===== src/rtl/ecc_err_log_if.sv =====
// Interface between the ECC decoder side (master) and the error logger (slave).
// cap_ts exists only when ECC_ERR_LOG_TS_EN is defined.
interface ecc_err_log_if #(
  parameter int ADDR_WIDTH = 32,
  parameter int CNT_WIDTH  = 16
`ifdef ECC_ERR_LOG_TS_EN
  ,
  parameter int TS_WIDTH   = 32
`endif
);
  logic                  in_valid;
  logic [1:0]            err_sts_in;
  logic [ADDR_WIDTH-1:0] addr_in;
  logic                  clr;
  logic [CNT_WIDTH-1:0]  ce_thresh;
  logic [CNT_WIDTH-1:0]  ce_cnt;
  logic [CNT_WIDTH-1:0]  ue_cnt;
  logic                  cap_valid;
  logic [1:0]            cap_sts;
  logic [ADDR_WIDTH-1:0] cap_addr;
  logic                  cap_ovf;
  logic                  irq_ce;
  logic                  irq_ue;
`ifdef ECC_ERR_LOG_TS_EN
  logic [TS_WIDTH-1:0]   cap_ts;
`endif

  modport master (
    output in_valid, err_sts_in, addr_in, clr, ce_thresh,
`ifdef ECC_ERR_LOG_TS_EN
    input  cap_ts,
`endif
    input  ce_cnt, ue_cnt, cap_valid, cap_sts, cap_addr, cap_ovf, irq_ce, irq_ue
  );

  modport slave (
    input  in_valid, err_sts_in, addr_in, clr, ce_thresh,
`ifdef ECC_ERR_LOG_TS_EN
    output cap_ts,
`endif
    output ce_cnt, ue_cnt, cap_valid, cap_sts, cap_addr, cap_ovf, irq_ce, irq_ue
  );
endinterface


===== src/rtl/ecc_err_log.sv =====
// ECC error logger: saturating CE/UE counters, first-error capture, sticky irqs.
// Optional capture timestamp enabled by defining ECC_ERR_LOG_TS_EN.
module ecc_err_log #(
  parameter int ADDR_WIDTH = 32,
  parameter int CNT_WIDTH  = 16
`ifdef ECC_ERR_LOG_TS_EN
  ,
  parameter int TS_WIDTH   = 32
`endif
) (
  input logic           clk,
  input logic           rstn,
  ecc_err_log_if.slave  bus
);

  // State encoding doubles as the captured status code.
  localparam logic [1:0] IDLE   = 2'b00;
  localparam logic [1:0] CAP_CE = 2'b01;
  localparam logic [1:0] CAP_UE = 2'b10;

  localparam logic [CNT_WIDTH-1:0] CNT_MAX = '1;

  logic                 [1:0] state;
  logic                 [1:0] state_nxt;
  logic                       is_ev;
  logic                       is_ce;
  logic                       is_ue;
  logic                       cap_load;
  logic       [CNT_WIDTH-1:0] ce_cnt_nxt;

  assign is_ev = bus.in_valid && (bus.err_sts_in != 2'b00);
  assign is_ue = is_ev && bus.err_sts_in[1];
  assign is_ce = is_ev && !bus.err_sts_in[1];

  assign ce_cnt_nxt = (is_ce && bus.ce_cnt != CNT_MAX) ? bus.ce_cnt + CNT_WIDTH'(1) : bus.ce_cnt;

  always_comb begin
    // NOTE: defaults first so every path assigns every output -- no latches.
    state_nxt = state;
    cap_load  = 1'b0;
    case (state)
      IDLE: begin
        if (is_ev) begin
          state_nxt = is_ue ? CAP_UE : CAP_CE;
          cap_load  = 1'b1;
        end
      end
      CAP_CE: begin
        if (is_ue) begin
          state_nxt = CAP_UE;
          cap_load  = 1'b1;
        end
      end
      default: ;
    endcase
  end

  always_ff @(posedge clk or negedge rstn) begin
    // NOTE: non-blocking assignments so every flop samples pre-edge values.
    if (!rstn) begin
      state         <= IDLE;
      bus.ce_cnt    <= '0;
      bus.ue_cnt    <= '0;
      bus.cap_valid <= 1'b0;
      bus.cap_sts   <= 2'b00;
      bus.cap_addr  <= '0;
      bus.cap_ovf   <= 1'b0;
      bus.irq_ce    <= 1'b0;
      bus.irq_ue    <= 1'b0;
    end else if (bus.clr) begin
      // clr beats any same-cycle event; that event is discarded.
      state         <= IDLE;
      bus.ce_cnt    <= '0;
      bus.ue_cnt    <= '0;
      bus.cap_valid <= 1'b0;
      bus.cap_sts   <= 2'b00;
      bus.cap_addr  <= '0;
      bus.cap_ovf   <= 1'b0;
      bus.irq_ce    <= 1'b0;
      bus.irq_ue    <= 1'b0;
    end else begin
      state         <= state_nxt;
      bus.ce_cnt    <= ce_cnt_nxt;
      bus.cap_valid <= (state_nxt != IDLE);
      bus.cap_sts   <= state_nxt;
      if (is_ue && bus.ue_cnt != CNT_MAX) bus.ue_cnt <= bus.ue_cnt + CNT_WIDTH'(1);
      if (cap_load) bus.cap_addr <= bus.addr_in;
      if (is_ev && state != IDLE) bus.cap_ovf <= 1'b1;
      if (is_ue) bus.irq_ue <= 1'b1;
      // Evaluated every cycle so lowering ce_thresh alone can raise the irq.
      if (bus.ce_thresh != '0 && ce_cnt_nxt >= bus.ce_thresh) bus.irq_ce <= 1'b1;
    end
  end

`ifdef ECC_ERR_LOG_TS_EN
  logic [TS_WIDTH-1:0] ts;

  // Free-running counter is not affected by clr, only by reset.
  always_ff @(posedge clk or negedge rstn) begin
    if (!rstn) begin
      ts         <= '0;
      bus.cap_ts <= '0;
    end else begin
      ts <= ts + TS_WIDTH'(1);
      if (bus.clr) bus.cap_ts <= '0;
      else if (cap_load) bus.cap_ts <= ts;
    end
  end
`endif

endmodule

===== src/flat_wrapper.sv =====
// flat-port wrapper written by rule: the top's interface ports become plain ports
module ecc_err_log_flat 
#(
  parameter int ADDR_WIDTH = 32,
  parameter int CNT_WIDTH  = 16

)
  (clk, rstn, bus_in_valid, bus_err_sts_in, bus_addr_in, bus_clr, bus_ce_thresh, bus_ce_cnt, bus_ue_cnt, bus_cap_valid, bus_cap_sts, bus_cap_addr, bus_cap_ovf, bus_irq_ce, bus_irq_ue);
  ecc_err_log_if #(.ADDR_WIDTH(ADDR_WIDTH), .CNT_WIDTH(CNT_WIDTH)) bus_i ();
  input logic clk;
  input logic rstn;
  input wire logic [$bits(bus_i.in_valid)-1:0] bus_in_valid;
  input wire logic [$bits(bus_i.err_sts_in)-1:0] bus_err_sts_in;
  input wire logic [$bits(bus_i.addr_in)-1:0] bus_addr_in;
  input wire logic [$bits(bus_i.clr)-1:0] bus_clr;
  input wire logic [$bits(bus_i.ce_thresh)-1:0] bus_ce_thresh;
  output wire logic [$bits(bus_i.ce_cnt)-1:0] bus_ce_cnt;
  output wire logic [$bits(bus_i.ue_cnt)-1:0] bus_ue_cnt;
  output wire logic [$bits(bus_i.cap_valid)-1:0] bus_cap_valid;
  output wire logic [$bits(bus_i.cap_sts)-1:0] bus_cap_sts;
  output wire logic [$bits(bus_i.cap_addr)-1:0] bus_cap_addr;
  output wire logic [$bits(bus_i.cap_ovf)-1:0] bus_cap_ovf;
  output wire logic [$bits(bus_i.irq_ce)-1:0] bus_irq_ce;
  output wire logic [$bits(bus_i.irq_ue)-1:0] bus_irq_ue;
  assign bus_i.in_valid = bus_in_valid;
  assign bus_i.err_sts_in = bus_err_sts_in;
  assign bus_i.addr_in = bus_addr_in;
  assign bus_i.clr = bus_clr;
  assign bus_i.ce_thresh = bus_ce_thresh;
  assign bus_ce_cnt = bus_i.ce_cnt;
  assign bus_ue_cnt = bus_i.ue_cnt;
  assign bus_cap_valid = bus_i.cap_valid;
  assign bus_cap_sts = bus_i.cap_sts;
  assign bus_cap_addr = bus_i.cap_addr;
  assign bus_cap_ovf = bus_i.cap_ovf;
  assign bus_irq_ce = bus_i.irq_ce;
  assign bus_irq_ue = bus_i.irq_ue;
  ecc_err_log #(.ADDR_WIDTH(ADDR_WIDTH), .CNT_WIDTH(CNT_WIDTH)) u_core (.clk(clk), .rstn(rstn), .bus(bus_i));
endmodule

===== config.mk =====
export PLATFORM = sky130hd
export DESIGN_NAME = ecc_err_log_flat
export DESIGN_NICKNAME = d
export VERILOG_FILES = /design/src/rtl/ecc_err_log_if.sv /design/src/rtl/ecc_err_log.sv /design/src/flat_wrapper.sv
export SDC_FILE = /design/constraint.sdc
export NUM_CORES = 1
export LEC_CHECK = 0
export CELL_PAD_IN_SITES_DETAIL_PLACEMENT = 0
export CELL_PAD_IN_SITES_GLOBAL_PLACEMENT = 1
export CORE_ASPECT_RATIO = 1.4
export CORE_UTILIZATION = 37
export CTS_CLUSTER_SIZE = 14
export DETAILED_ROUTE_END_ITERATION = 8
export GPL_TIMING_DRIVEN = 0
export PLACE_DENSITY = 0.83
export SLEW_MARGIN = 40
export SYNTH_ARGS = -nofsm -noshare
export SYNTH_HDL_FRONTEND = slang
export SYNTH_SLANG_ARGS = --single-unit

===== constraint.sdc =====
create_clock -name clk -period 5.4 [get_ports clk]
set_input_delay 0.54 -clock clk [delete_from_list [all_inputs] [get_ports clk]]
set_output_delay 0.54 -clock clk [all_outputs]
set_load 0.03 [all_outputs]

# After elaboration in Yosys (flattened, before gate mapping)
# Index checks and enable logic that the tools add are counted.
# W data, S select, Z words.
word_totals:
  regBits: 70
  in_bits: 54
  out_inout_bits: 70
  elab_cells: 53
classes:
  add_sub_neg: 2
  magnitude_cmp: 1
  eq_ne: 3
  mux: 21
  n_reduce_logical: 18
op_table:
  columns: ["cell", "count"]
  rows:
  - ["$mux W16", 4]
  - ["$mux W32", 2]
  - ["$add A16 B1 Y16 const B", 2]
  - ["$ne A16 B16 Y1 const B", 2]
  - ["$ge A16 B16 Y1", 1]
  - ["$reduce_bool A16 Y1", 1]
  - ["$reduce_bool A2 Y1", 8]
  - ["$mux W1", 9]
  - ["$mux W2", 4]
  - ["$logic_and A1 B1 Y1", 7]
  - ["$pmux W2 S2", 1]
  - ["$eq A2 B1 Y1 const B", 1]
  - ["$logic_not A2 Y1", 1]
  - ["$pmux W1 S2", 1]
  - ["$logic_not A1 Y1", 1]

# Depth between registers and ports, before layout
# Gate-level depths: netlist of run 1.
logic_depth:
  word_depth: 9
  mapped_depth: 10
  mapped_depth_nobuf: 10

# Worst setup path before layout of run 1
# No wires, ideal clock.
synth_path:
  kind: "register to register"
  from: "register u_core.bus.ce_cnt[0]"
  to: "register u_core.bus.irq_ce"
  setup_ns: 0.077
  t_arrival_ns: 3.139
  required_time_ns: 5.323
  slack_ns: 2.183
  stages_incl_launch_ff: 11
  path_buffers: 0
  synth_period_minus_slack_ns: 3.217
  cell_sequence: "dfrtp_1 -> ha_1 -> nand3_1 -> or3_4 -> or3_4 -> xnor2_1 -> ha_1 -> nand4_1 -> or4_1 -> o32a_1 -> a21oi_1"
synth_between:
  elab_chain_len: 6
  word_cells_on_any_way: 7
  classes_between: "add/sub: 1; order compare: 1; eq/ne: 1; mux: 1; reduce/logical: 3"
synth_rtl:
  columns: ["item", "line_no", "text"]
  rows:
  - ["start: declaration", "ecc_err_log_if.sv:41", "output ce_cnt, ue_cnt, cap_valid, cap_sts, cap_addr, cap_ovf, irq_ce, irq_ue"]
  - ["start signal: assignment", "ecc_err_log.sv:83", "bus.ce_cnt <= ce_cnt_nxt;"]
  - ["parallel branches: the longest is 2 deep, another holds $add A16 B1 Y16", null, null]
  - ["$mux W16 (*)", "ecc_err_log.sv:35", "assign ce_cnt_nxt = (is_ce && bus.ce_cnt != CNT_MAX) ? bus.ce_cnt + CNT_WIDTH'(1) : bus.ce_cnt;"]
  - ["$ge A16 B16 Y1 (*)", "ecc_err_log.sv:91", "if (bus.ce_thresh != '0 && ce_cnt_nxt >= bus.ce_thresh) bus.irq_ce <= 1'b1;"]
  - ["$logic_and A1 B1 Y1 (*)", "ecc_err_log.sv:91", null]
  - ["$reduce_bool A2 Y1 (no line) (*)", null, null]
  - ["end signal: assignment", "ecc_err_log.sv:68", "bus.irq_ce <= 1'b0;"]
  - ["end signal: assignment", "ecc_err_log.sv:79", "bus.irq_ce <= 1'b0;"]
  - ["end signal: assignment", "ecc_err_log.sv:91", null]
  - ["end: declaration", "ecc_err_log_if.sv:41", null]
# Every way passes the cells marked *.
# A chain may end at the register's enable or synchronous reset.

# Worst setup path after layout of run 1
layout_path:
  from: "input bus_err_sts_in[1]"
  to: "register u_core.bus.irq_ce"
layout_between:
  elab_chain_len: 8
  word_cells_on_any_way: 9
  classes_between: "order compare: 1; mux: 1; reduce/logical: 7"
layout_rtl:
  columns: ["item", "line_no", "text"]
  rows:
  - ["start: declaration", "flat_wrapper.sv:13", "input wire logic [$bits(bus_i.err_sts_in)-1:0] bus_err_sts_in;"]
  - ["$reduce_bool A2 Y1", "ecc_err_log.sv:31", "assign is_ev = bus.in_valid && (bus.err_sts_in != 2'b00);"]
  - ["$logic_and A1 B1 Y1", "ecc_err_log.sv:31", null]
  - ["$logic_and A1 B1 Y1 (*)", "ecc_err_log.sv:33", "assign is_ce = is_ev && !bus.err_sts_in[1];"]
  - ["$logic_and A1 B1 Y1 (*)", "ecc_err_log.sv:35", null]
  - ["$mux W16 (*)", "ecc_err_log.sv:35", null]
  - ["$ge A16 B16 Y1 (*)", "ecc_err_log.sv:91", null]
  - ["$logic_and A1 B1 Y1 (*)", "ecc_err_log.sv:91", null]
  - ["$reduce_bool A2 Y1 (no line) (*)", null, null]
# Every way passes the cells marked *; elsewhere a longest branch is shown, timed or not.

==> impl_metrics.prom, run 1 <==
# TYPE chip_impl_metric gauge
chip_impl_metric{name="timing.final.hold_violations",unit=""} 0
chip_impl_info{name="timing_worst_setup_path_type",value="primary input to register"} 1
chip_impl_info{name="run_status",value="finished clean"} 1
chip_impl_metric{name="area.growth.synth_to_final",unit="%"} 43.5
chip_impl_metric{name="cellLeakagePower",unit="nW"} 2.47
chip_impl_metric{name="comb_power_share",unit="%"} 14.5
chip_impl_metric{name="cp_slowest_stage_delay",unit="ns"} 0.65
chip_impl_metric{name="post_cts.resized_instances",unit=""} 0
chip_impl_metric{name="met3_wl",unit="µm"} 744
chip_impl_metric{name="detail_route.vias_per_cell",unit=""} 5.22
chip_impl_metric{name="critical_path.n_buffers_inverters",unit=""} 1
chip_impl_metric{name="via_count_of_the_first_global_routing_pass",unit=""} 3848
chip_impl_metric{name="syn_inst",unit=""} 450
chip_impl_metric{name="powerDensity",unit="nW/µm²"} 244
chip_impl_metric{name="critical_path_peak_fanout",unit=""} 8
chip_impl_metric{name="clkSinkCount",unit=""} 70
chip_impl_metric{name="synth_fp_nets",unit=""} 522
chip_impl_metric{name="final_estimated_routing_congestion_in_global_placement",unit=""} 0.783
chip_impl_info{name="worst_path_max_delay_cell",value="or4_4"} 1
chip_impl_info{name="yosys-top-cells-area",value="dfrtp_1 44%, nand2_1 8.6%, a21oi_1 6.9%, ha_1 5.6%, mux2_2 3.1%"} 1
chip_impl_metric{name="report.final.setup_viol",unit=""} 0
chip_impl_info{name="hp-class",value="primary input to async pin"} 1
chip_impl_info{name="clock_tree.root_cell",value="clkbuf_16"} 1
chip_impl_metric{name="hpwl",unit="mm"} 8.33
chip_impl_metric{name="detail_route.wl_per_cell",unit="µm"} 15.3
chip_impl_info{name="cts_tree",value="yes"} 1
chip_impl_metric{name="detail_route.first_pass.iterations",unit=""} 4
chip_impl_metric{name="cp.required",unit="ns"} 5.66
chip_impl_metric{name="yosysSeqAreaShare",unit="%"} 43.7
chip_impl_metric{name="die_x",unit="µm"} 90
chip_impl_metric{name="timing.clock.skew",unit="ns"} 0.00542
chip_impl_metric{name="global_route.overflow_total",unit=""} 0
chip_impl_metric{name="cts.clk_slew.worst_paths",unit="ns"} 0.06
chip_impl_metric{name="avgSynthCellArea",unit="µm²"} 8.91
chip_impl_metric{name="floorplan.io_pins",unit=""} 124
chip_impl_metric{name="detailedPlace.worstSlack",unit="ns"} 1.41
chip_impl_metric{name="final_min_period_over_clock_period",unit="%"} 67.4
chip_impl_metric{name="grt_antenna_before_repair",unit=""} 0
chip_impl_metric{name="stdcell_area",unit="µm²"} 5760
chip_impl_metric{name="initial_utilization",unit="%"} 38.3
chip_impl_metric{name="share_of_the_synthesized_area_in_the_top_cell_type",unit="%"} 43.7
chip_impl_metric{name="antenna_diode_count",unit=""} 0
chip_impl_metric{name="report.final.slew_viol_count",unit=""} 0
chip_impl_metric{name="n_fill_cell",unit=""} 988
chip_impl_metric{name="detailroute.via_count",unit=""} 3795
chip_impl_metric{name="synthesized_area",unit="µm²"} 4010
chip_impl_metric{name="grt_max_degree",unit=""} 48
chip_impl_metric{name="ant_nets",unit=""} 0
chip_impl_metric{name="postCtsSetupRepairBufs",unit=""} 0
chip_impl_metric{name="cap_violations",unit=""} 0
chip_impl_metric{name="synthDistinctLibCells",unit=""} 50
chip_impl_metric{name="hold_buffers",unit=""} 0
chip_impl_metric{name="finalWorstPathRequiredPeriod",unit="ns"} 3.64
chip_impl_metric{name="arrival",unit="ns"} 3.90
chip_impl_metric{name="vdd.ir_drop.worst",unit="V"} 0.000158
chip_impl_metric{name="slew_headroom",unit="%"} 50.5
chip_impl_info{name="critical_path.endpoint_type",value="register"} 1
chip_impl_metric{name="final_net_count",unit=""} 656
chip_impl_metric{name="cts-htree-levels",unit=""} 3
chip_impl_metric{name="finalCoreUtilization",unit="%"} 55.0
chip_impl_info{name="worst_path_dominant_cell_family",value="simple AND/OR/NAND/NOR gates"} 1
chip_impl_info{name="yosysMostFrequentCell",value="nand2_1"} 1
chip_impl_info{name="synthFlopType",value="dfrtp_1"} 1
chip_impl_metric{name="total_of_flip_flops_plus_latches_after_synthesis",unit=""} 70
chip_impl_metric{name="tns",unit="ns"} 0
chip_impl_metric{name="chipHeight",unit="µm"} 125
chip_impl_info{name="topRoutingLayerUsed",value="met4"} 1
chip_impl_metric{name="fp-row-count",unit=""} 44
chip_impl_metric{name="p_seq_share",unit="%"} 39.4
chip_impl_info{name="synth_common_cells",value="92 x nand2_1, 70 x dfrtp_1, 55 x a21oi_1"} 1
chip_impl_metric{name="ys_warn_count",unit=""} 0
chip_impl_metric{name="clock.fmax",unit="MHz"} 275
chip_impl_metric{name="synth_edf_count",unit=""} 0
chip_impl_metric{name="m1WireLength",unit="mm"} 4.58
chip_impl_metric{name="setup_slack",unit="ns"} 1.76
chip_impl_metric{name="intPower",unit="mW"} 1.05
chip_impl_metric{name="drt-total-wl",unit="mm"} 11.1
chip_impl_info{name="yosysTopAreaCell",value="dfrtp_1"} 1
chip_impl_info{name="crit_path_start_kind",value="primary input"} 1
chip_impl_metric{name="power.share.clock",unit="%"} 46.0
chip_impl_metric{name="first_iter_violations",unit=""} 124
chip_impl_metric{name="netSwitchingFraction",unit="%"} 25.4
chip_impl_metric{name="quantity_of_i_o_buffers_inserted_on_ports",unit=""} 122
chip_impl_metric{name="cts-buffers-inserted",unit=""} 9
chip_impl_metric{name="cts_max_path_buffers",unit=""} 2
chip_impl_metric{name="layout_cell_share_with_drive_strength_beyond_1",unit="%"} 8.15
chip_impl_metric{name="total_grt_usage",unit="%"} 20.8
chip_impl_metric{name="drc",unit=""} 0
chip_impl_metric{name="core_area",unit="µm²"} 10500
chip_impl_metric{name="proportion_of_synthesized_flip_flops_having_asynchronous_set_or_reset",unit="%"} 100
chip_impl_info{name="path_cells",value="clkdlybuf4s50_1 -> nand3b_1 -> or4_4 -> nor3_1 -> xor2_1 -> ha_1 -> nand4_1 -> or4_1 -> o32a_1 -> a21oi_1"} 1
chip_impl_metric{name="worst_skew_pair.late_latency",unit="ns"} 0.33
chip_impl_metric{name="placedInstanceArea",unit="µm²"} 5430
chip_impl_metric{name="floorplan_die_area",unit="µm²"} 11300
chip_impl_metric{name="wire_length_of_the_first_global_routing_pass",unit="mm"} 18.9
chip_impl_metric{name="power.switching",unit="µW"} 357
chip_impl_info{name="grt_setup_unrepaired",value="false"} 1
chip_impl_metric{name="tightestPinTransition",unit="ns"} 0.736
chip_impl_metric{name="dr_wl_met2",unit="mm"} 5.63
-- worst paths after layout --
path                                            from                       to  slack [ns]  cells past startpoint
worst max-delay path               bus_err_sts_in[1]        u_core.bus.irq_ce        1.76                     10
worst min-delay path                            rstn   u_core.bus.cap_addr[7]        0.06                      1
worst max register to register  u_core.bus.ce_cnt[0]        u_core.bus.irq_ce        2.03                     10
worst min register to register    u_core.bus.cap_ovf       u_core.bus.cap_ovf        0.51                      2
max in group asynchronous                       rstn  u_core.bus.cap_addr[20]        4.82                      2
min in group clk                  u_core.bus.cap_ovf       u_core.bus.cap_ovf        0.51                      2
-- layout make-up --
class / count / area [µm²] / area share (%)
multi-input combinational: 340 / 2100 / 36.5
timing repair buffer: 123 / 1250 / 21.7
tap: 138 / 173 / 3.00
clock inverter: 6 / 85.1 / 1.48
inverter: 19 / 71.3 / 1.24
sequential: 70 / 1750 / 30.4
clock buffer: 10 / 239 / 4.15
buffer: 21 / 83.8 / 1.46
-- through the flow --
stage,power (mW),hold slack [ns],std cells
floorplan,0.658,0.244,450
global placement,0.765,0.487,710
detailed placement,0.770,0.422,711
CTS,1.42,0.0604,727
global route,1.47,0.0713,727
finish,1.41,0.0610,727
-- flip-flops by register name, summed over array words and instances, names as in the netlist --
register and flops:
u_core.bus.irq_ue 1, u_core.bus.cap_ovf 1, u_core.bus.cap_valid 1, u_core.bus.cap_addr 32
u_core.bus.cap_sts 2, u_core.bus.irq_ce 1, u_core.bus.ue_cnt 16, u_core.bus.ce_cnt 16
-- power groups by stage --
stage / clock (mW) / combinational, mW / sequential [mW]
finish: 0.647 / 0.204 / 0.554
global route: 0.687 / 0.224 / 0.557
CTS: 0.659 / 0.208 / 0.555
detailed placement: 0 / 0.207 / 0.564
global placement: 0 / 0.201 / 0.563
floorplan: 0 / 0.0595 / 0.598
-- cells by family (layout without fill, tap and decap cells) --
family                   Yosys count  count (layout)  synth area share, %
flip-flops                        70              70                 43.7
adder cells (fa/ha/maj)           18              18                 5.61
AO/OA/AOI/OAI                     90              90                 13.4
buffers and inverters             40             179                 3.87
AND/OR/NAND/NOR                  203             203                 25.9
multiplexers                      18              18                 5.18
XOR/XNOR                          11              11                 2.40
-- worst reg2reg max path, stage by stage, from the launching register on --
cell,delay (ns)
dfrtp_1,0.47
ha_1,0.23
nand3_1,0.17
nor4_2,0.60
nor3_1,0.18
xor2_1,0.18
ha_1,0.33
nand4_1,0.16
or4_1,0.53
o32a_1,0.30
a21oi_1,0.15
-- routing by layer --
layer	up-vias	global-route usage, %
li1	1854	-
met1	1807	24.9
met3	14	6.20
met2	120	36.2
met5	-	0
met4	0	5.69
-- cell usage in the layout, fill, tap and decap left out, types with 3 or more instances in the layout --
cell / Yosys / routed
o31ai_1: 8 / 8
nor4_1: 4 / 4
or4_4: 3 / 3
dfrtp_1: 70 / 70
a211oi_1: 3 / 3
inv_1: 19 / 19
clkbuf_1: 15 / 15
nand4_1: 5 / 5
nor2b_1: 15 / 15
clkbuf_16: 0 / 9
clkdlybuf4s50_1: 0 / 121
nand2_1: 92 / 92
o21ai_0: 7 / 7
ha_1: 18 / 18
and2_1: 5 / 5
nand2b_1: 3 / 3
and3_1: 5 / 5
xor2_1: 9 / 9
mux2_2: 11 / 11
o311ai_0: 3 / 3
buf_2: 3 / 3
or4_1: 11 / 11
nor3_1: 3 / 3
o41ai_1: 3 / 3
o21a_1: 3 / 3
or3_1: 4 / 4
a21oi_1: 55 / 55
nand3_1: 11 / 11
nor2_1: 30 / 30
mux2_1: 3 / 3
Note: power is estimated with default switching activity, not from simulation.
==> run 2: changes to the inputs <==
--- a/config.mk
+++ b/config.mk
@@ -8,11 +8,11 @@
 export CELL_PAD_IN_SITES_DETAIL_PLACEMENT = 0
 export CELL_PAD_IN_SITES_GLOBAL_PLACEMENT = 1
 export CORE_ASPECT_RATIO = 1.4
-export CORE_UTILIZATION = 37
+export CORE_UTILIZATION = 35
 export CTS_CLUSTER_SIZE = 14
 export DETAILED_ROUTE_END_ITERATION = 8
 export GPL_TIMING_DRIVEN = 0
-export PLACE_DENSITY = 0.83
+export PLACE_DENSITY = 0.79
 export SLEW_MARGIN = 40
 export SYNTH_ARGS = -nofsm -noshare
 export SYNTH_HDL_FRONTEND = slang
==> constraint.sdc (replaced) <==
create_clock -name clk -period 3.7 [get_ports clk]
set_input_delay 0.37 -clock clk [delete_from_list [all_inputs] [get_ports clk]]
set_output_delay 0.37 -clock clk [all_outputs]
set_load 0.03 [all_outputs]
==> impl_metrics.prom, run 2 (same netlist as run 1, synthesis figures left out) <==
# TYPE chip_impl_metric gauge
chip_impl_info{name="run_status",value="finished clean"} 1
chip_impl_info{name="hp-class",value="primary input to async pin"} 1
chip_impl_info{name="layout.cells.most_common",value="clkdlybuf4s50_1"} 1
chip_impl_info{name="layout_common_cells",value="121 x clkdlybuf4s50_1, 92 x nand2_1, 70 x dfrtp_1"} 1
chip_impl_metric{name="die_x",unit="µm"} 92.5
chip_impl_metric{name="hpwl",unit="mm"} 8.40
chip_impl_metric{name="detail_route.vias_per_cell",unit=""} 5.17
chip_impl_metric{name="cellLeakagePower",unit="nW"} 2.47
chip_impl_metric{name="cts-buffers-inserted",unit=""} 9
chip_impl_metric{name="worst_skew_pair.late_latency",unit="ns"} 0.33
chip_impl_metric{name="intPower",unit="mW"} 1.48
chip_impl_info{name="cts_tree",value="yes"} 1
chip_impl_metric{name="slew_headroom",unit="%"} 48.7
chip_impl_metric{name="comb_power_share",unit="%"} 15.1
chip_impl_metric{name="fp-row-count",unit=""} 45
chip_impl_info{name="grt_setup_unrepaired",value="false"} 1
chip_impl_metric{name="hold_buffers",unit=""} 1
chip_impl_info{name="critical_path.endpoint_type",value="register"} 1
chip_impl_metric{name="cap_violations",unit=""} 0
chip_impl_info{name="reg_top3",value="u_core.bus.cap_addr: 32 flops, u_core.bus.ce_cnt: 16 flops, u_core.bus.ue_cnt: 16 flops"} 1
chip_impl_metric{name="multi_input_area",unit="µm²"} 2100
chip_impl_metric{name="tns",unit="ns"} 0
chip_impl_metric{name="n_fill_cell",unit=""} 1063
chip_impl_metric{name="cp_slowest_stage_delay",unit="ns"} 0.65
chip_impl_metric{name="placedInstanceArea",unit="µm²"} 5440
chip_impl_info{name="crit_path_start_kind",value="primary input"} 1
chip_impl_metric{name="antenna_diode_count",unit=""} 0
chip_impl_metric{name="area.growth.synth_to_final",unit="%"} 43.3
chip_impl_metric{name="tightestPinTransition",unit="ns"} 0.763
chip_impl_metric{name="floorplan.io_pins",unit=""} 124
chip_impl_metric{name="quantity_of_i_o_buffers_inserted_on_ports",unit=""} 122
chip_impl_metric{name="core_area",unit="µm²"} 11000
chip_impl_metric{name="cts_max_path_buffers",unit=""} 2
chip_impl_metric{name="via_count_of_the_first_global_routing_pass",unit=""} 3824
chip_impl_metric{name="stdcell_area",unit="µm²"} 5750
chip_impl_metric{name="layout.area.seq",unit="µm²"} 1750
chip_impl_metric{name="grt_antenna_before_repair",unit=""} 0
chip_impl_metric{name="power.share.clock",unit="%"} 44.1
chip_impl_metric{name="wire_length_of_the_first_global_routing_pass",unit="mm"} 18.5
chip_impl_metric{name="floorplan_die_area",unit="µm²"} 11900
chip_impl_metric{name="initial_utilization",unit="%"} 36.5
chip_impl_metric{name="grt_max_degree",unit=""} 52
chip_impl_info{name="clock_tree.root_cell",value="clkbuf_16"} 1
chip_impl_metric{name="timing.clock.skew",unit="ns"} 0.00485
chip_impl_metric{name="largest_reg_flops",unit=""} 32
chip_impl_info{name="timing_worst_setup_path_type",value="primary input to register"} 1
chip_impl_metric{name="finalCoreUtilization",unit="%"} 52.4
chip_impl_metric{name="arrival",unit="ns"} 3.69
chip_impl_metric{name="drc",unit=""} 0
chip_impl_metric{name="cp.required",unit="ns"} 3.95
chip_impl_metric{name="chipHeight",unit="µm"} 129
chip_impl_metric{name="final_min_period_over_clock_period",unit="%"} 92.9
chip_impl_metric{name="power.switching",unit="µW"} 503
chip_impl_metric{name="final_net_count",unit=""} 657
chip_impl_metric{name="finalWorstPathRequiredPeriod",unit="ns"} 3.44
chip_impl_metric{name="total_grt_usage",unit="%"} 19.6
chip_impl_metric{name="ant_nets",unit=""} 0
chip_impl_metric{name="timing.final.hold_violations",unit=""} 0
chip_impl_info{name="worst_path_max_delay_cell",value="or4_4"} 1
chip_impl_metric{name="layout_cell_share_with_drive_strength_beyond_1",unit="%"} 7.97
chip_impl_metric{name="postCtsSetupRepairBufs",unit=""} 0
chip_impl_metric{name="critical_path_peak_fanout",unit=""} 8
chip_impl_metric{name="detailroute.via_count",unit=""} 3780
chip_impl_metric{name="powerDensity",unit="nW/µm²"} 345
chip_impl_info{name="path_cells",value="clkdlybuf4s50_1 -> nand3b_1 -> or4_4 -> nor3_1 -> xor2_1 -> ha_1 -> nand4_1 -> or4_1 -> o32a_1 -> a21oi_1"} 1
chip_impl_metric{name="final_estimated_routing_congestion_in_global_placement",unit=""} 0.809
chip_impl_metric{name="drt-total-wl",unit="mm"} 11.1
chip_impl_metric{name="clkSinkCount",unit=""} 70
chip_impl_metric{name="p_seq_share",unit="%"} 40.8
chip_impl_metric{name="report.final.setup_viol",unit=""} 0
chip_impl_metric{name="netSwitchingFraction",unit="%"} 25.3
chip_impl_metric{name="vdd.ir_drop.worst",unit="V"} 0.000226
chip_impl_metric{name="cts-htree-levels",unit=""} 3
chip_impl_metric{name="post_cts.resized_instances",unit=""} 0
chip_impl_metric{name="global_route.overflow_total",unit=""} 0
chip_impl_metric{name="detail_route.wl_per_cell",unit="µm"} 15.2
chip_impl_metric{name="detail_route.first_pass.iterations",unit=""} 4
chip_impl_metric{name="cts.clk_slew.worst_paths",unit="ns"} 0.06
chip_impl_metric{name="report.final.slew_viol_count",unit=""} 0
chip_impl_info{name="max_flop_register",value="u_core.bus.cap_addr"} 1
chip_impl_metric{name="dp_cells",unit=""} 714
chip_impl_metric{name="final_cell_count_no_fill",unit=""} 731
chip_impl_metric{name="first_iter_violations",unit=""} 84
chip_impl_metric{name="clock.fmax",unit="MHz"} 291
chip_impl_metric{name="hold_slack",unit="ns"} 0.464
run 2: area by class of cell:
class                   instances  area share, %
well taps                     141           3.07
clock buffers                  12           4.46
inverters                      19           1.24
clock inverters                 4          0.783
repair buffers                124           21.9
plain buffers                  21           1.46
multi-input cells             340           36.6
flip-flops and latches         70           30.5
run 2: stage by stage:
stage | total power, mW | setup slack (ns)
2_1_floorplan | 0.960 | 0.483
3_5_place_dp | 1.13 | -0.116
6_report | 1.98 | 0.263
5_1_grt | 2.07 | 0.0613
3_3_place_gp | 1.12 | -0.338
4_1_cts | 2.01 | 0.217
run 2: power groups by stage:
stage / Clock (mW) / Sequential (mW) / Combinational [mW]
finish: 0.875 / 0.809 / 0.299
global route: 0.923 / 0.813 / 0.330
CTS: 0.893 / 0.809 / 0.305
detailed placement: 0 / 0.823 / 0.303
global placement: 0 / 0.822 / 0.296
floorplan: 0 / 0.873 / 0.0869
run 2: final timing paths:
check                                      from                      end  slack [ns]  cells past startpoint
hold / removal                             rstn   u_core.bus.cap_addr[4]        0.46                      2
setup reg to reg           u_core.bus.ce_cnt[0]        u_core.bus.irq_ce        0.32                     10
max in group asynchronous                  rstn  u_core.bus.cap_addr[10]        2.71                      3
min in group clk             u_core.bus.cap_ovf       u_core.bus.cap_ovf        0.50                      2
setup / recovery              bus_err_sts_in[1]        u_core.bus.irq_ce        0.26                     10
hold reg to reg              u_core.bus.cap_ovf       u_core.bus.cap_ovf        0.50                      2
run 2: critical path: cells and delay by family:
family                     cells  cell delay (ns)
AOI/OAI and AO/OA              2             0.43
xor gates and xnor gates       1             0.11
adders and majority gates      1             0.32
buffers and inverters          1             0.51
and+or+nand+nor                5             1.95
run 2: layer usage:
metal  track usage, %  routed length, µm
met5                0                  0
met4             5.97                171
met3             6.38                880
met2             33.9               5490
met1             23.1               4570
==> patch (flow settings as in run 2) <==
`CNT_WIDTH` is set to 16 in 3 places; all go to 24.
--- a/src/rtl/ecc_err_log_if.sv
+++ b/src/rtl/ecc_err_log_if.sv
@@ -2,7 +2,7 @@
 // cap_ts exists only when ECC_ERR_LOG_TS_EN is defined.
 interface ecc_err_log_if #(
   parameter int ADDR_WIDTH = 32,
-  parameter int CNT_WIDTH  = 16
+  parameter int CNT_WIDTH  = 24
 `ifdef ECC_ERR_LOG_TS_EN
   ,
   parameter int TS_WIDTH   = 32
--- a/src/rtl/ecc_err_log.sv
+++ b/src/rtl/ecc_err_log.sv
@@ -2,7 +2,7 @@
 // Optional capture timestamp enabled by defining ECC_ERR_LOG_TS_EN.
 module ecc_err_log #(
   parameter int ADDR_WIDTH = 32,
-  parameter int CNT_WIDTH  = 16
+  parameter int CNT_WIDTH  = 24
 `ifdef ECC_ERR_LOG_TS_EN
   ,
   parameter int TS_WIDTH   = 32
--- a/src/flat_wrapper.sv
+++ b/src/flat_wrapper.sv
@@ -2,7 +2,7 @@
 module ecc_err_log_flat 
 #(
   parameter int ADDR_WIDTH = 32,
-  parameter int CNT_WIDTH  = 16
+  parameter int CNT_WIDTH  = 24
 
 )
   (clk, rstn, bus_in_valid, bus_err_sts_in, bus_addr_in, bus_clr, bus_ce_thresh, bus_ce_cnt, bus_ue_cnt, bus_cap_valid, bus_cap_sts, bus_cap_addr, bus_cap_ovf, bus_irq_ce, bus_irq_ue);
Ports: changed (resized bus_ce_cnt, bus_ce_thresh and bus_ue_cnt); port bits go from 124 to 148. The function was not compared with the original's and may differ.
==> patch against run 2 <==
Register-to-register slack worse by 0.10 ns. Die area up 24%. Cell area up 23%. Worst setup slack worse by 0.042 ns. Sequential cell count up 16. Power up 16%. Largest cell class unchanged. Synthesized area up 24%. Largest power group is now sequential cells. Cell count up 23%. Synthesized cell count up 21%. Sequential share of layout area about the same. Routed wire length up 28%.
==> patch: results (changes against run 2) <==
- Outcome: complete, no violations
- Placer congestion estimate: 0.8452 (+4.5%)
- Met1 usage: 0.2199 (-0.01082)
- Hold_ws: 0.4789 ns (+0.01521 ns)
- Sequential share of power: 0.435 (+0.027)
- CTS Buf Count: 9 (unchanged)
- Clk_skew: 0.006654 ns (+0.001802 ns)
- Biggest regs: u_core.bus.cap_addr: 32 flops, u_core.bus.ce_cnt: 24 flops, u_core.bus.ue_cnt: 24 flops
- Seq pwr: 1.00 mW (+24%)
- DR WL met2: 7567 µm (+38%)
- Min-delay worst type: flop to flop
- Hold_sp: u_core.bus.cap_addr[21]
- Met1 WL: 5774 µm (+26%)
- Worst Reg-to-Reg Cells: 12 (+2)
- Hold buffers post-CTS: 1 (unchanged)
- Synth top cells by count: dfrtp_1, nand2_1, o21ai_0
- Initial drt markers: 102 (+21%)
- Worst vdd ir: 218.9 µV (-3.3%)
- Synth Flop Type: dfrtp_1
- Crit-path max FO: 10 (+2)
- Clock transition at the registers of the reported paths: 0.06 ns (about the same)
- Total GRT Usage: 0.2011 (+0.004919)
- WP data arrival: 3.68 ns (about the same)
- Clock Root Buffer: clkbuf_16
- Synth Area in Compound Gates: 0.1435 (+0.009380)
- Gate Count Post-Synth: 546 (+21%)
- Synth Warn #: 0 (unchanged)
- Mapped Nets: 634 (+21%)
- Placed cell area: 6700 µm² (+23%)
- Sequential area share after synthesis: 0.4323 (-0.004412)
- Psw: 0.5996 mW (+19%)
- Flop2flop setup slack: 0.22 ns (-0.10 ns)
- Slowest Stage Delay on Critical Path: 0.52 ns (-0.13 ns)
- Crit-path slowest cell: nor4_4
- R2r startpoint: u_core.bus.ce_cnt[1]
- Met3 wire len: 516 µm (-41%)
- # port buffers: 146 (+20%)
- Ranking of synthesized cells by area: dfrtp_1, ha_1, o21ai_0, nand2_1, nand2b_1
- Clk pwr share: 0.406 (-0.035)
- DP Cell Count: 878 (+23%)
- Final WL: 14270 µm (+28%)
- Diode count: 0 (unchanged)
- GRT met2 Usage: 0.3716 (+0.03302)
- Setup WS pre-CTS: -0.2249 ns (-0.1091 ns)
- Lkg Pwr: 2.994 nW (+21%)
- Detailed Place HPWL: 11080 µm (+32%)
- Detailed-route via count: 4660 (+23%)
- XOR/XNOR share of the synthesized area: 0.04926 (+0.02524)
- First-pass GRT wire length: 22550 µm (+22%)
- Mux share of post-synthesis cell area: 0.008796 (-0.04298)
- Synth unique cells: 51 (+2.0%)
- # nets final: 797 (+21%)
- GR Util met3: 0.01909 (-0.04474)
- Synth Area in Adders: 0.06534 (+0.009198)
- Uppermost routed layer: met4
- DR WL/cell: 15.87 µm (+4.4%)
- Slew margin rel.: 0.5473 (+0.06039)
- Layout cells sized above 1: 0.05462 (-0.02504)
-- patch: cell count changes after synthesis, sizes merged, moves of 13 or more --
cell | before | now
dfrtp | 70 | 86
nand2 | 92 | 61
a21oi | 56 | 34
xnor2 | 2 | 16
mux2 | 16 | 3
o21ai | 7 | 46
nand2b | 3 | 33
inv | 19 | 34
-- patch: logic make-up (layout without fill, tap and decap cells) --
kind of cell | Yosys count | count (layout)
and+or+nand+nor | 232 | 232
AOI/OAI and AO/OA | 116 | 116
DFF | 86 | 86
buffers and inverters | 54 | 222
xor gates and xnor gates | 28 | 28
adders and majority gates | 26 | 26
muxes | 4 | 4
-- patch: worst max path at each step --
| stage | slack, ns | start | cells after the start | end |
|---|---|---|---|---|
| 2_1_floorplan | 0.59 | u_core.bus.ce_cnt[6] | 11 | u_core.bus.irq_ce |
| 3_3_place_gp | -0.98 | rstn | 1 | u_core.bus.ue_cnt[11] |
| 3_5_place_dp | -0.22 | bus_err_sts_in[1] | 12 | u_core.bus.irq_ce |
| 4_1_cts | 0.14 | bus_err_sts_in[1] | 12 | u_core.bus.irq_ce |
| 5_1_grt | 0.01 | bus_err_sts_in[1] | 12 | u_core.bus.irq_ce |
| 6_report | 0.22 | u_core.bus.ce_cnt[1] | 12 | u_core.bus.irq_ce |
-- patch: tightest hold or removal path, cell delays in order, from the launching register on --
cell and delay [ns]:
dfrtp_1 0.34, nand2_1 0.04, o21ai_0 0.06
-- patch: area by class of cell --
cell class              count  area, µm²
fillers                  1380       6858
multi-input cells         406       2614
flip-flops and latches     86       2152
repair buffers            152       1530
clock buffers              11      252.7
well taps                 185      231.5
inverters                  34      127.6
plain buffers              20      87.58
clock inverters             5      57.56
